**config.mk**
```make
export PLATFORM = sky130hd
export DESIGN_NAME = tx_scheduler
export DESIGN_NICKNAME = d
export VERILOG_FILES = /design/src/rtl/tx_scheduler.sv
export SDC_FILE = /design/constraint.sdc
export NUM_CORES = 1
export LEC_CHECK = 0
export CORE_MARGIN = 2
export CORE_UTILIZATION = 53
export CTS_CLUSTER_SIZE = 16
export DETAILED_ROUTE_END_ITERATION = 8
export GPL_TIMING_DRIVEN = 0
export PLACE_DENSITY = 0.76
export SLEW_MARGIN = 10
export SYNTH_ARGS = -nofsm -noshare
export SYNTH_HDL_FRONTEND = slang
export SYNTH_SLANG_ARGS = --single-unit
```
**constraint.sdc**
```tcl
create_clock -name sys_clk -period 3.1 [get_ports sys_clk]
set_clock_uncertainty 0.15 [all_clocks]
set_input_delay 0.93 -clock sys_clk [delete_from_list [all_inputs] [get_ports sys_clk]]
set_output_delay 0.93 -clock sys_clk [all_outputs]
set_load 0.01 [all_outputs]
```
**src/rtl/tx_scheduler.sv**
```systemverilog
// tx_scheduler: latches Costas/PSK transmit requests, starts the winning
// mode on a synchronised PPS tick, and generates the MCU trigger, the MCU
// symbol clock and the DDS fq_ud strobe at every symbol boundary.
module tx_scheduler #(
  parameter int CLK_HZ             = 27000000,
  parameter int COSTAS_LEN         = 7,
  parameter int COSTAS_SYM_CYCLES  = 2700000,
  parameter int PSK_SIGNAL_RATE_HZ = 125,
  parameter int PSK_LEN            = 64,
  parameter int TRIG_CYCLES        = 8,
  parameter int FQUD_CYCLES        = 4
) (
  input  logic       sys_clk,
  input  logic       rst,
  input  logic       pps,
  input  logic       costas_txrq,
  input  logic       psk_txrq,
  output logic       mcu_costas_trigger,
  output logic       mcu_costas_clk,
  output logic       mcu_psk_trigger,
  output logic       mcu_psk_clk,
  output logic       fq_ud,
  output logic [7:0] sym_idx,
  output logic       busy,
  output logic       done,
  output logic [1:0] dbg_state
);

  localparam int PSK_SYM_CYCLES = CLK_HZ / PSK_SIGNAL_RATE_HZ;
  localparam int P_MAX = (COSTAS_SYM_CYCLES > PSK_SYM_CYCLES) ? COSTAS_SYM_CYCLES
                                                              : PSK_SYM_CYCLES;
  localparam int CW = $clog2(P_MAX);

  localparam logic [CW-1:0] COS_LAST     = CW'(COSTAS_SYM_CYCLES - 1);
  localparam logic [CW-1:0] PSK_LAST     = CW'(PSK_SYM_CYCLES - 1);
  localparam logic [CW-1:0] COS_HALF     = CW'(COSTAS_SYM_CYCLES / 2);
  localparam logic [CW-1:0] PSK_HALF     = CW'(PSK_SYM_CYCLES / 2);
  localparam logic [CW-1:0] TRIG_END     = CW'(TRIG_CYCLES);
  localparam logic [CW-1:0] FQUD_END     = CW'(FQUD_CYCLES);
  localparam logic [7:0]    COS_SYM_LAST = 8'(COSTAS_LEN - 1);
  localparam logic [7:0]    PSK_SYM_LAST = 8'(PSK_LEN - 1);

  typedef enum logic [1:0] {
    S_IDLE   = 2'd0,
    S_ACTIVE = 2'd1,
    S_FINISH = 2'd2
  } state_t;

  state_t          r_state;
  logic            r_mode_psk;   // mode of the transmission in progress
  logic [CW-1:0]   r_cnt;        // cycle within the current symbol
  logic [7:0]      r_sym;

  logic            r_pps_s1;
  logic            r_pps_s2;
  logic            r_pps_s2_d;
  logic            r_pps_tick;

  logic            r_cos_pend;
  logic            r_psk_pend;

  logic            r_cos_trig;
  logic            r_cos_clk;
  logic            r_psk_trig;
  logic            r_psk_clk;
  logic            r_fq_ud;
  logic            r_busy;
  logic            r_done;

  logic            w_start_cos;
  logic            w_start_psk;
  logic [CW-1:0]   w_last_cnt;
  logic [CW-1:0]   w_half;
  logic [7:0]      w_last_sym;
  logic            w_wrap;
  logic            w_end;
  logic [CW-1:0]   w_cnt_nxt;
  logic [7:0]      w_sym_nxt;
  logic            w_trig_nxt;
  logic            w_clk_nxt;
  logic            w_fq_nxt;

  // Two-flop pps synchroniser and registered rising-edge detector;
  // the tick appears on the third sys_clk edge after pps rises.
  always_ff @(posedge sys_clk) begin
    if (rst) begin
      r_pps_s1   <= 1'b0;
      r_pps_s2   <= 1'b0;
      r_pps_s2_d <= 1'b0;
      r_pps_tick <= 1'b0;
    end else begin
      r_pps_s1   <= pps;
      r_pps_s2   <= r_pps_s1;
      r_pps_s2_d <= r_pps_s2;
      r_pps_tick <= r_pps_s2 & ~r_pps_s2_d;
    end
  end

  // Arbitration: only an idle scheduler acts on a tick, Costas wins ties.
  always_comb begin
    w_start_cos = (r_state == S_IDLE) && r_pps_tick && r_cos_pend;
    w_start_psk = (r_state == S_IDLE) && r_pps_tick && !r_cos_pend && r_psk_pend;
  end

  // Pending flags: a request seen on the start cycle re-arms the flag.
  always_ff @(posedge sys_clk) begin
    if (rst) begin
      r_cos_pend <= 1'b0;
      r_psk_pend <= 1'b0;
    end else begin
      r_cos_pend <= (r_cos_pend & ~w_start_cos) | costas_txrq;
      r_psk_pend <= (r_psk_pend & ~w_start_psk) | psk_txrq;
    end
  end

  // Symbol timing for the active mode and the output levels of the next cycle.
  always_comb begin
    w_last_cnt = r_mode_psk ? PSK_LAST : COS_LAST;
    w_half     = r_mode_psk ? PSK_HALF : COS_HALF;
    w_last_sym = r_mode_psk ? PSK_SYM_LAST : COS_SYM_LAST;
    w_wrap     = (r_cnt == w_last_cnt);
    w_end      = w_wrap && (r_sym == w_last_sym);
    w_cnt_nxt  = w_wrap ? '0 : r_cnt + 1'b1;
    w_sym_nxt  = w_wrap ? r_sym + 8'd1 : r_sym;
    w_trig_nxt = (w_sym_nxt == 8'd0) && (w_cnt_nxt < TRIG_END);
    w_clk_nxt  = (w_cnt_nxt < w_half);
    w_fq_nxt   = (w_cnt_nxt < FQUD_END);
  end

  // Transmission FSM with registered strobes.
  always_ff @(posedge sys_clk) begin
    if (rst) begin
      r_state    <= S_IDLE;
      r_mode_psk <= 1'b0;
      r_cnt      <= '0;
      r_sym      <= 8'd0;
      r_cos_trig <= 1'b0;
      r_cos_clk  <= 1'b0;
      r_psk_trig <= 1'b0;
      r_psk_clk  <= 1'b0;
      r_fq_ud    <= 1'b0;
      r_busy     <= 1'b0;
      r_done     <= 1'b0;
    end else begin
      case (r_state)
        S_IDLE: begin
          r_done <= 1'b0;
          if (w_start_cos || w_start_psk) begin
            r_state    <= S_ACTIVE;
            r_mode_psk <= w_start_psk;
            r_cnt      <= '0;
            r_sym      <= 8'd0;
            r_busy     <= 1'b1;
            r_fq_ud    <= 1'b1;
            r_cos_trig <= w_start_cos;
            r_cos_clk  <= w_start_cos;
            r_psk_trig <= w_start_psk;
            r_psk_clk  <= w_start_psk;
          end
        end
        S_ACTIVE: begin
          if (w_end) begin
            r_state    <= S_FINISH;
            r_cnt      <= '0;
            r_sym      <= 8'd0;
            r_busy     <= 1'b0;
            r_done     <= 1'b1;
            r_fq_ud    <= 1'b0;
            r_cos_trig <= 1'b0;
            r_cos_clk  <= 1'b0;
            r_psk_trig <= 1'b0;
            r_psk_clk  <= 1'b0;
          end else begin
            r_cnt      <= w_cnt_nxt;
            r_sym      <= w_sym_nxt;
            r_fq_ud    <= w_fq_nxt;
            r_cos_trig <= !r_mode_psk && w_trig_nxt;
            r_cos_clk  <= !r_mode_psk && w_clk_nxt;
            r_psk_trig <= r_mode_psk && w_trig_nxt;
            r_psk_clk  <= r_mode_psk && w_clk_nxt;
          end
        end
        S_FINISH: begin
          r_done  <= 1'b0;
          r_state <= S_IDLE;
        end
        default: begin
          r_state <= S_IDLE;
          r_done  <= 1'b0;
          r_busy  <= 1'b0;
        end
      endcase
    end
  end

  assign mcu_costas_trigger = r_cos_trig;
  assign mcu_costas_clk     = r_cos_clk;
  assign mcu_psk_trigger    = r_psk_trig;
  assign mcu_psk_clk        = r_psk_clk;
  assign fq_ud              = r_fq_ud;
  assign sym_idx            = r_sym;
  assign busy               = r_busy;
  assign done               = r_done;
  assign dbg_state          = r_state;

endmodule

```
==> flow_summary_export.csv, run 1 <==
group,metric,value,unit
grt,antenna_found_initial,0,
routing,drt_iter0_markers,242,
die,io_pins,22,
die,start_util,0.556,
logic_synthesis,yosys.area.top_type_share,0.295,
status,status,"complete, no violations",
flow_run,drv_cap,0,
logic_synthesis,yosysTopAreaCell,"dfxtp_1",
logic_synthesis,synth.ff_latch_count,46,
grt,grt_pass1_wl,14.1,mm
placed_design,dp_cells,493,
worst_hold_path,holdCritStartpoint,"r_pps_s2_d$_SDFF_PP0_",
placed_design,port_buffers,20,
critical_path,worst-path-max-fanout,6,
grt,grt_pass1_vias,2851,
placed_design,dp_slack,-669,ps
critical_path,critical_path_arrival,3050,ps
grt,grt_remaining_overflow,0,
sta,fin_crit_sh,0.968,
clocking,insertion_delay,310,ps
cells_and_area,drive_gt1_frac,0.183,
routing,drt-pass1-iter-count,6,
sta,worstMarginPinSlew,747,ps
sta,min_period,3000,ps
clocking,cts_tree,"built",
power_and_ir_drop,powerDensity,284,mW/mm²
critical_path,r2r-end,"mcu_psk_clk$_SDFFE_PP0P_",
logic_synthesis,yosysWarnings,0,
logic_synthesis,synth-async-reset-ratio,0,
cells_and_area,final_common_cell,"o21ai_0",
die,die_x,80.7,µm
clocking,hold_buffers,0,
worst_hold_path,hold_path_end,"r_pps_tick$_SDFF_PP0_",
cells_and_area,fin_util,0.664,
power_and_ir_drop,leakagePower,1.30,nW
clocking,cts_buffer_depth,2,
critical_path,cp.required,3150,ps
clocking,root_buffer,"clkbuf_8",
clocking,htreeDepth,2,
logic_synthesis,synthSimpleGateAreaFrac,0.301,
routing,dr_total_vias,3132,
logic_synthesis,synth_xor_area_frac,0.0758,
cells_and_area,layoutNonFillerInstCount,508,
logic_synthesis,syn_nets,415,
sta,setup_viol,0,
die,rows,27,
sta,maxSlewHeadroom,0.500,
routing,ant_nets,0,
placed_design,gp_congestion,0.927,
sta,slew_viol_final,0,
cells_and_area,antenna_cells,0,
grt,grtUsageMet1,0.394,
critical_path,rr_startpoint,"r_cnt[1]$_SDFFE_PP0P_",
logic_synthesis,synthTopCellsByArea,"dfxtp_1 30%, o21ai_0 7.1%, xnor2_1 6.5%",
cells_and_area,syn_to_final_growth,19.4,%
clocking,path_clk_slew,90,ps
logic_synthesis,ys_seq_area_frac,0.295,
die,fp.coreArea,0.00561,mm²
die,die_y,80.7,µm
sta,whs,239,ps
logic_synthesis,synth-adder-area-share,0.0393,
critical_path,path_class,"flop to flop",
logic_synthesis,synth_cell_types,57,
cells_and_area,final_cell_mix,"43 x o21ai_0, 42 x dfxtp_1, 38 x nor2_1, 29 x nand2_1, 22 x xnor2_1",
critical_path,setup.worst_path.start_class,"flop",
power_and_ir_drop,irDropWorstVdd,0.000262,V
sta,hold_viol,0,
logic_synthesis,netlist_instances,401,
worst_hold_path,hold_path_depth,1,
cells_and_area,nets,449,
logic_synthesis,synth_edf_count,0,
clocking,numCtsBuffers,5,
routing,routed_wl,8.64,mm
logic_synthesis,synth.area.mux_share,0.0104,
die,die-area,0.00652,mm²
routing,drc,0,
grt,grt_usage,0.278,
grt,use_met3,0.0444,
routing,avgRoutedWirePerCell,17.0,µm
sta,clock.fmax,333,MHz
sta,setup_ws,100,ps
grt,grt_max_degree,17,
logic_synthesis,synth_ff_type,"dfxtp_1",
clocking,cts_sinks,46,
logic_synthesis,synth_area_per_cell,7.78,µm²
critical_path,rr_worst_depth,12,
grt,met2_usage,0.428,
logic_synthesis,syn_area,0.00312,mm²
placed_design,dpl.hpwl,6.14,mm
critical_path,worstSetupEndpointType,"flop",
worst_hold_path,min_path_type,"flop to flop",
routing,detail_route.vias_per_cell,6.17,
logic_synthesis,synth_top_family_by_area,"simple AND/OR/NAND/NOR gates",
critical_path,r2r_slack,100,ps
grt,grt_most_used_layer,"met2",
logic_synthesis,synth_compound_area_frac,0.209,
worst max-delay path, stage by stage (launching register included):
cell      delay (ps)
dfxtp_4          370
ha_4             150
and4_1           200
buf_6            140
nand3_4          110
nor2_4           150
nand3_1          150
xnor2_2          320
ha_4             270
maj3_1           340
o21ai_1          160
o311ai_2         150
o41ai_2          240
layer usage:
layer,up-vias,part of all wire
li1,1520,-
met1,1454,0.45
met2,136,0.45
met3,22,0.078
met4,0,0.021
met5,-,0
through the flow:
stage | TNS [ps] | total power [mW] | cell area [µm²]
6_report | 0 | 1.06 | 3730
5_1_grt | -18.4 | 1.10 | 3730
4_1_cts | 0 | 1.07 | 3580
3_5_place_dp | -1330 | 0.685 | 3410
3_3_place_gp | -1360 | 0.685 | 3410
2_1_floorplan | 0 | 0.657 | 3120
worst max-delay path by stage:
stage,start,endpoint,slack [ps],cells past startpoint
after floorplan,r_cnt[0]$_SDFFE_PP0P_,mcu_psk_clk$_SDFFE_PP0P_,30,12
after global placement,r_cnt[0]$_SDFFE_PP0P_,mcu_costas_clk$_SDFFE_PP0P_,-690,12
after detailed placement,r_cnt[0]$_SDFFE_PP0P_,mcu_costas_clk$_SDFFE_PP0P_,-670,12
after CTS,r_cnt[0]$_SDFFE_PP0P_,mcu_costas_clk$_SDFFE_PP0P_,0.8,14
after global routing,r_cnt[0]$_SDFFE_PP0P_,mcu_psk_clk$_SDFFE_PP0P_,-10,12
final,r_cnt[1]$_SDFFE_PP0P_,mcu_psk_clk$_SDFFE_PP0P_,100,12
flip-flops by register name (all words and copies together), names as in the netlist:
name / count
busy: 1
r_cnt: 22
mcu_costas_clk: 1
r_cos_pend: 1
r_pps_s2: 1
mcu_costas_trigger: 1
r_pps_s1: 1
mcu_psk_clk: 1
dbg_state: 2
r_pps_tick: 1
mcu_psk_trigger: 1
r_pps_s2_d: 1
sym_idx: 8
done: 1
fq_ud: 1
r_mode_psk: 1
r_psk_pend: 1
cell type report:
cell class	count	area, µm²
Buffer	34	200
Multi-Input combinational cell	312	2120
Clock inverter	3	23.8
Tap cell	72	90.1
Sequential cell	46	931
Timing Repair Buffer	28	260
Clock buffer	5	68.8
Inverter	8	30.0
Fill cell	495	1880
power breakdown:
group	internal, mW	switching, mW
logic	0.0294	0.0387
clock network	0.162	0.225
registers	0.599	0.00577
cells in the mapped netlist, types with 2 or more instances:
cell type	instances
a21oi_1	17
a22o_1	4
a311oi_1	2
a31o_2	2
a31oi_1	6
a32oi_1	2
and2_1	6
and3_1	12
and4_1	3
buf_2	11
buf_4	7
buf_6	2
clkbuf_1	14
dfxtp_1	46
ha_1	9
inv_1	8
mux2_2	2
nand2_1	30
nand2b_1	3
nand3_1	17
nand4_1	12
nand4_4	2
nor2_1	41
nor2b_1	5
nor3_1	13
nor3_4	2
nor4_1	2
nor4_2	2
o211ai_1	3
o21a_1	2
o21ai_0	44
o31ai_1	10
o41ai_1	2
or2_2	5
or3_1	4
or4_1	3
xnor2_1	23
xor2_1	4
kinds of logic (layout without fill, tap and decap cells):
logic type	count (synthesis)	after routing
compound gates	103	103
xor+xnor	27	27
fa+ha+maj	10	10
buf+inv	43	78
flops	46	46
mux	3	3
simple gates	169	169
timing repair:
item                       CTS  global route
setup endpoints to repair    2             2
pin swaps                    3             6
buffers inserted             3             5
resized for setup           13            26
Power figures use the tool's default switching activity.
==> inputs of run 2 (changes only) <==
--- a/config.mk
+++ b/config.mk
@@ -5,12 +5,13 @@
 export SDC_FILE = /design/constraint.sdc
 export NUM_CORES = 1
 export LEC_CHECK = 0
-export CORE_MARGIN = 2
+export CORE_MARGIN = 3
 export CORE_UTILIZATION = 53
 export CTS_CLUSTER_SIZE = 16
 export DETAILED_ROUTE_END_ITERATION = 8
 export GPL_TIMING_DRIVEN = 0
 export PLACE_DENSITY = 0.76
+export SETUP_SLACK_MARGIN = 0.15
 export SLEW_MARGIN = 10
 export SYNTH_ARGS = -nofsm -noshare
 export SYNTH_HDL_FRONTEND = slang
==> constraint.sdc (replaced) <==
create_clock -name sys_clk -period 2.5 [get_ports sys_clk]
set_clock_uncertainty 0.15 [all_clocks]
set_input_delay 0.75 -clock sys_clk [delete_from_list [all_inputs] [get_ports sys_clk]]
set_output_delay 0.75 -clock sys_clk [all_outputs]
set_load 0.01 [all_outputs]
==> run 2 against run 1 <==
  * Global-route usage grew 1.2 points
  * Sequential cell count is the same
  * First-iteration DRC count up 49%
  * Count of clock-buffer cells in the layout unchanged
  * Largest power group unchanged
  * Critical path type unchanged
  * Non-clock buffer count up 22
  * Worst hold slack better by 6.2 ps
  * Fmax up 2.4%
  * The flow now finishes with violations (setup timing)
==> flow_summary_export.csv, run 2 (synthesized netlist as in run 1, its figures left out) <==
group,metric,value,unit
grt,met2_usage,0.474,
cells_and_area,fin_util,0.726,
cells_and_area,nets,472,
routing,ant_nets,0,
routing,drt-pass1-iter-count,6,
grt,grt_usage,0.290,
placed_design,dp_slack,-712,ps
critical_path,setup.worst_path.start_class,"flop",
routing,routed_wl,9.68,mm
clocking,cts_sinks,46,
critical_path,worst-path-max-fanout,7,
sta,clock.fmax,341,MHz
cells_and_area,final_cell_mix,"40 x dfxtp_1, 35 x o21ai_0, 31 x nor2_1, 30 x buf_4, 27 x nand2_1",
critical_path,worstSetupEndpointType,"flop",
critical_path,path_class,"flop to flop",
status,violations,"setup timing",
sta,whs,245,ps
cells_and_area,drive_gt1_frac,0.272,
critical_path,cp.required,2570,ps
grt,grt_remaining_overflow,0,
power_and_ir_drop,irDropWorstVdd,0.000329,V
clocking,cts_tree,"built",
die,rows,27,
routing,dr_total_vias,3362,
sta,worstMarginPinSlew,529,ps
critical_path,rr_worst_depth,13,
clocking,hold_buffers,0,
worst_hold_path,min_path_type,"flop to flop",
sta,maxSlewHeadroom,0.644,
die,start_util,0.556,
sta,setup_viol,10,
critical_path,cp-startpoint,"r_cnt[11]$_SDFFE_PP0P_",
cells_and_area,syn_to_final_growth,30.5,%
flow_run,drv_cap,0,
grt,use_met3,0.0586,
cells_and_area,final_common_cell,"dfxtp_1",
clocking,htreeDepth,2,
worst_hold_path,holdCritStartpoint,"r_pps_s2_d$_SDFF_PP0_",
grt,grt_max_degree,17,
grt,antenna_found_initial,0,
sta,min_period,2930,ps
clocking,cts_buffer_depth,2,
routing,avgRoutedWirePerCell,18.2,µm
die,die-area,0.00684,mm²
placed_design,dpl.hpwl,6.02,mm
cells_and_area,largest_reg_flops,22,
cells_and_area,fillers,419,
sta,rsz0062_at_grt,"yes",
die,io_pins,22,
cells_and_area,antenna_cells,0,
placed_design,gp_congestion,0.935,
routing,detail_route.vias_per_cell,6.33,
worst_hold_path,hold_path_depth,1,
routing,drc,0,
clocking,path_clk_slew,100,ps
power_and_ir_drop,leakagePower,1.44,nW
clocking,numCtsBuffers,5,
sta,setup_ws,-430,ps
grt,grt_pass1_vias,2992,
clocking,insertion_delay,320,ps
clocking,root_buffer,"clkbuf_8",
routing,drt_iter0_markers,361,
cells_and_area,top_register,"r_cnt",
power_and_ir_drop,total_power,1.34,mW
die,die_y,82.7,µm
critical_path,rr_startpoint,"r_cnt[11]$_SDFFE_PP0P_",
grt,grt_most_used_layer,"met2",
sta,fin_crit_sh,1.17,
sta,hold_viol,0,
status,status,"finished with violations",
grt,grt_pass1_wl,14.9,mm
power_and_ir_drop,powerDensity,330,mW/mm²
grt,grtUsageMet1,0.372,
sta,slew_viol_final,0,
die,fp.coreArea,0.00561,mm²
placed_design,port_buffers,20,
critical_path,critical_path_arrival,3000,ps
die,die_x,82.7,µm
-- run 2: cell types whose count changed in the layout (fill, tap and decap cells not counted), moves of 6 or more --
cell,before,now
buf_4,14,30
o21ai_0,43,35
o21ai_1,2,10
buf_6,4,11
nor2_1,38,31
buf_2,9,3
-- run 2: timing repair --
| item | 4_1_cts | 5_1_grt |
|---|---|---|
| hold endpoints to repair | 0 | 0 |
| resized for setup | 53 | 27 |
| setup buffers | 23 | 4 |
| cloned | 3 | 0 |
| pin swaps | 21 | 15 |
| setup endpoints to repair | 30 | 34 |
-- run 2: critical path: stages, from the launching register on --
cell and delay (ps):
dfxtp_2 340, buf_8 130, nor4b_4 270, a32oi_2 220
nor3_4 260, buf_8 160, buf_6 100, nor2_2 30
ha_1 260, o21ai_1 70, nor3_1 60, o211ai_1 310
a21oi_4 90, o41ai_2 360
-- run 2: cell type report --
type,instances,area (µm²),share of cell area
Multi-Input combinational cell,313,2230,0.548
Sequential cell,46,933,0.229
Timing Repair Buffer,49,429,0.105
Buffer,35,265,0.0652
Tap cell,72,90.1,0.0221
Clock buffer,5,68.8,0.0169
Inverter,8,30.0,0.00738
Clock inverter,3,23.8,0.00584
-- run 2: stage by stage --
step / std cells / setup TNS [ps] / cell area [µm²]
floorplan: 401 / -343 / 3200
global placement: 493 / -1640 / 3490
detailed placement: 493 / -1870 / 3490
CTS: 527 / -579 / 3980
global route: 531 / -2930 / 4070
finish: 531 / -1130 / 4070
-- run 2: path summary, 6_finish.rpt --
kind                               to  slack [ps]
max          mcu_psk_clk$_SDFFE_PP0P_        -430
min             r_pps_tick$_SDFF_PP0_         250
max reg2reg  mcu_psk_clk$_SDFFE_PP0P_        -430
min reg2reg     r_pps_tick$_SDFF_PP0_         250
-- run 2: metal layers --
layer  vias up  routed length, µm
met5         -                  0
met4         0                261
met3        32                718
met2       188               4590
met1      1577               4110
li1       1565                  -
-- run 2: power breakdown --
group          internal, mW  switching (mW)  leakage (nW)
clock network         0.201           0.298        0.0408
registers             0.743         0.00766         0.376
logic                0.0404          0.0542          1.03
total                 0.984           0.360          1.44
==> patch (flow settings as in run 2) <==
The parameter `COSTAS_SYM_CYCLES` goes from 2700000 to 5400000.
--- a/src/rtl/tx_scheduler.sv
+++ b/src/rtl/tx_scheduler.sv
@@ -6,3 +6,3 @@
   parameter int COSTAS_LEN         = 7,
-  parameter int COSTAS_SYM_CYCLES  = 2700000,
+  parameter int COSTAS_SYM_CYCLES  = 5400000,
   parameter int PSK_SIGNAL_RATE_HZ = 125,
Formal check against the unedited RTL: no difference found for any inputs over 10 cycles, from zero or initial values and one cycle with rst high; that may be too few to reach the edited logic, so the function may still have changed.
==> patch against run 2 <==
- the flow still finishes with violations (negative setup slack)
- critical endpoint unchanged
- synthesized area rose by 0.20%
- routed wire length rose by 23%
- die area rose by 0.19%
- setup slack got worse by 0.39 ns
- highest routed layer unchanged
- sequential cell count rose by 1
- design area rose by 12%
- total power rose by 2.3%
- largest power group unchanged
- worst hold slack got worse by 0.0027 ns
==> patch: results <==
set metrics [dict create \
    grt_pass1_wl_um 15500 \
    clk_pin_slew_ns 0.10 \
    ys_top_cells_by_count "47 x dfxtp_1, 45 x nor2_1, 39 x o21ai_0" \
    power.internal_uw 1010 \
    ir_worst_vdd_mv 0.396 \
    cp_slowest_cell "dfxtp_2" \
    cp.arrival_ns 3.41 \
    h-tree-depth 2 \
    multi_input_area_um2 2410 \
    max_slew_margin_pct 48.3 \
    hpwl_um 6110 \
    cpPeakStageDelay_ns 0.33 \
    largest_reg_flops 23 \
    drive_gt1_share_pct 36.6 \
    grt_pass1_vias 3147 \
    wl_met2_um 5540 \
    gp_congestion 0.895 \
    track_usage_pct 27.4 \
    violations "negative setup slack" \
    synth_area_leaders "dfxtp_1 30%, o21ai_0 6.2%, xnor2_1 5.6%, nor2_1 5.4%, nand2_1 4.1%" \
    dr_total_vias 3752 \
    cp_max_fo 5 \
    pre_cts_slack_ns -0.750 \
    cellLeakagePower_uw 0.00180 \
    timing.hold.ws_ns 0.242 \
    ys_seq_area_share_pct 30.1 \
    synth_compound_area_share_pct 21.6 \
    synth.area.mux_share_pct 0.440 \
    wl_met1_um 4520 \
    grt_max_degree 16 \
    comb_power_share_pct 8.0 \
    drtIter0Drc 511 \
    synthAdderAreaFrac_pct 3.60 \
    syn_nets 406 \
    synth.distinct_cells 62 \
    power.density_nw_per_um2 302 \
    layout.nets 499 \
    clk_latency_ns 0.32 \
    top_layer "met4" \
    path_delay_family "simple AND/OR/NAND/NOR gates" \
    wl_met3_um 1040 \
    place_inst 484 \
    synth-xor-area-share_pct 7.56 \
    fin_ws_ns -0.820 \
    setup_viol 16 \
    tns_ns -3.96 \
    wl_um 11900 \
    status "finished, violations left" \
    fillers 325 \
    dpl-instance-area_um2 3510 \
    wire_per_inst_um 21.3 \
    yosys_warnings 0 \
    syn_inst 392 \
]
patch: layer usage:
| metal | global-route usage [%] | vias up |
|---|---|---|
| met5 | 0 | - |
| met4 | 9.51 | 0 |
| met3 | 5.95 | 90 |
| met2 | 45.2 | 274 |
| met1 | 35.3 | 1762 |
| li1 | - | 1626 |
patch: logic make-up (layout without fill, tap and decap cells):
kind of cell    Yosys count  count (layout)
flops                    47              47
buf+inv                  33             127
simple gates            172             172
compound gates          103             103
xor+xnor                 27              27
fa+ha+maj                 9               9
mux                       1               1
patch: worst register-to-register path, cell delays in order, from the launching register on:
cell and delay (ns):
dfxtp_2 0.33, buf_6 0.12, nor4b_2 0.30, nand4b_1 0.23, nor3_4 0.20, buf_6 0.16
nor2_1 0.05, ha_1 0.33, nand4_1 0.12, nor2_1 0.08, a311oi_2 0.30, a21oi_2 0.10
a211oi_2 0.31, buf_4 0.17, a41oi_2 0.11, nor3_1 0.18
patch: timing repair:
item                       4_1_cts  5_1_grt
resized for setup               77       53
setup buffers                   34       32
pin swaps                       13       34
setup endpoints to repair       37       40
patch: worst paths after layout:
kind	endpoint	startpoint	cells after the start
setup / recovery	mcu_psk_clk	r_cnt[6]	15
hold / removal	r_pps_tick	r_pps_s2_d	1
setup reg to reg	mcu_psk_clk	r_cnt[6]	15
hold reg to reg	r_pps_tick	r_pps_s2_d	1
patch: layout make-up:
class / count / share of cell area (%)
flip-flops and latches: 47 / 21.2
clock inverters: 2 / 0.385
multi-input cells: 312 / 53.0
plain buffers: 27 / 5.03
clock buffers: 6 / 1.59
well taps: 72 / 1.98
repair buffers: 86 / 16.2
inverters: 6 / 0.577
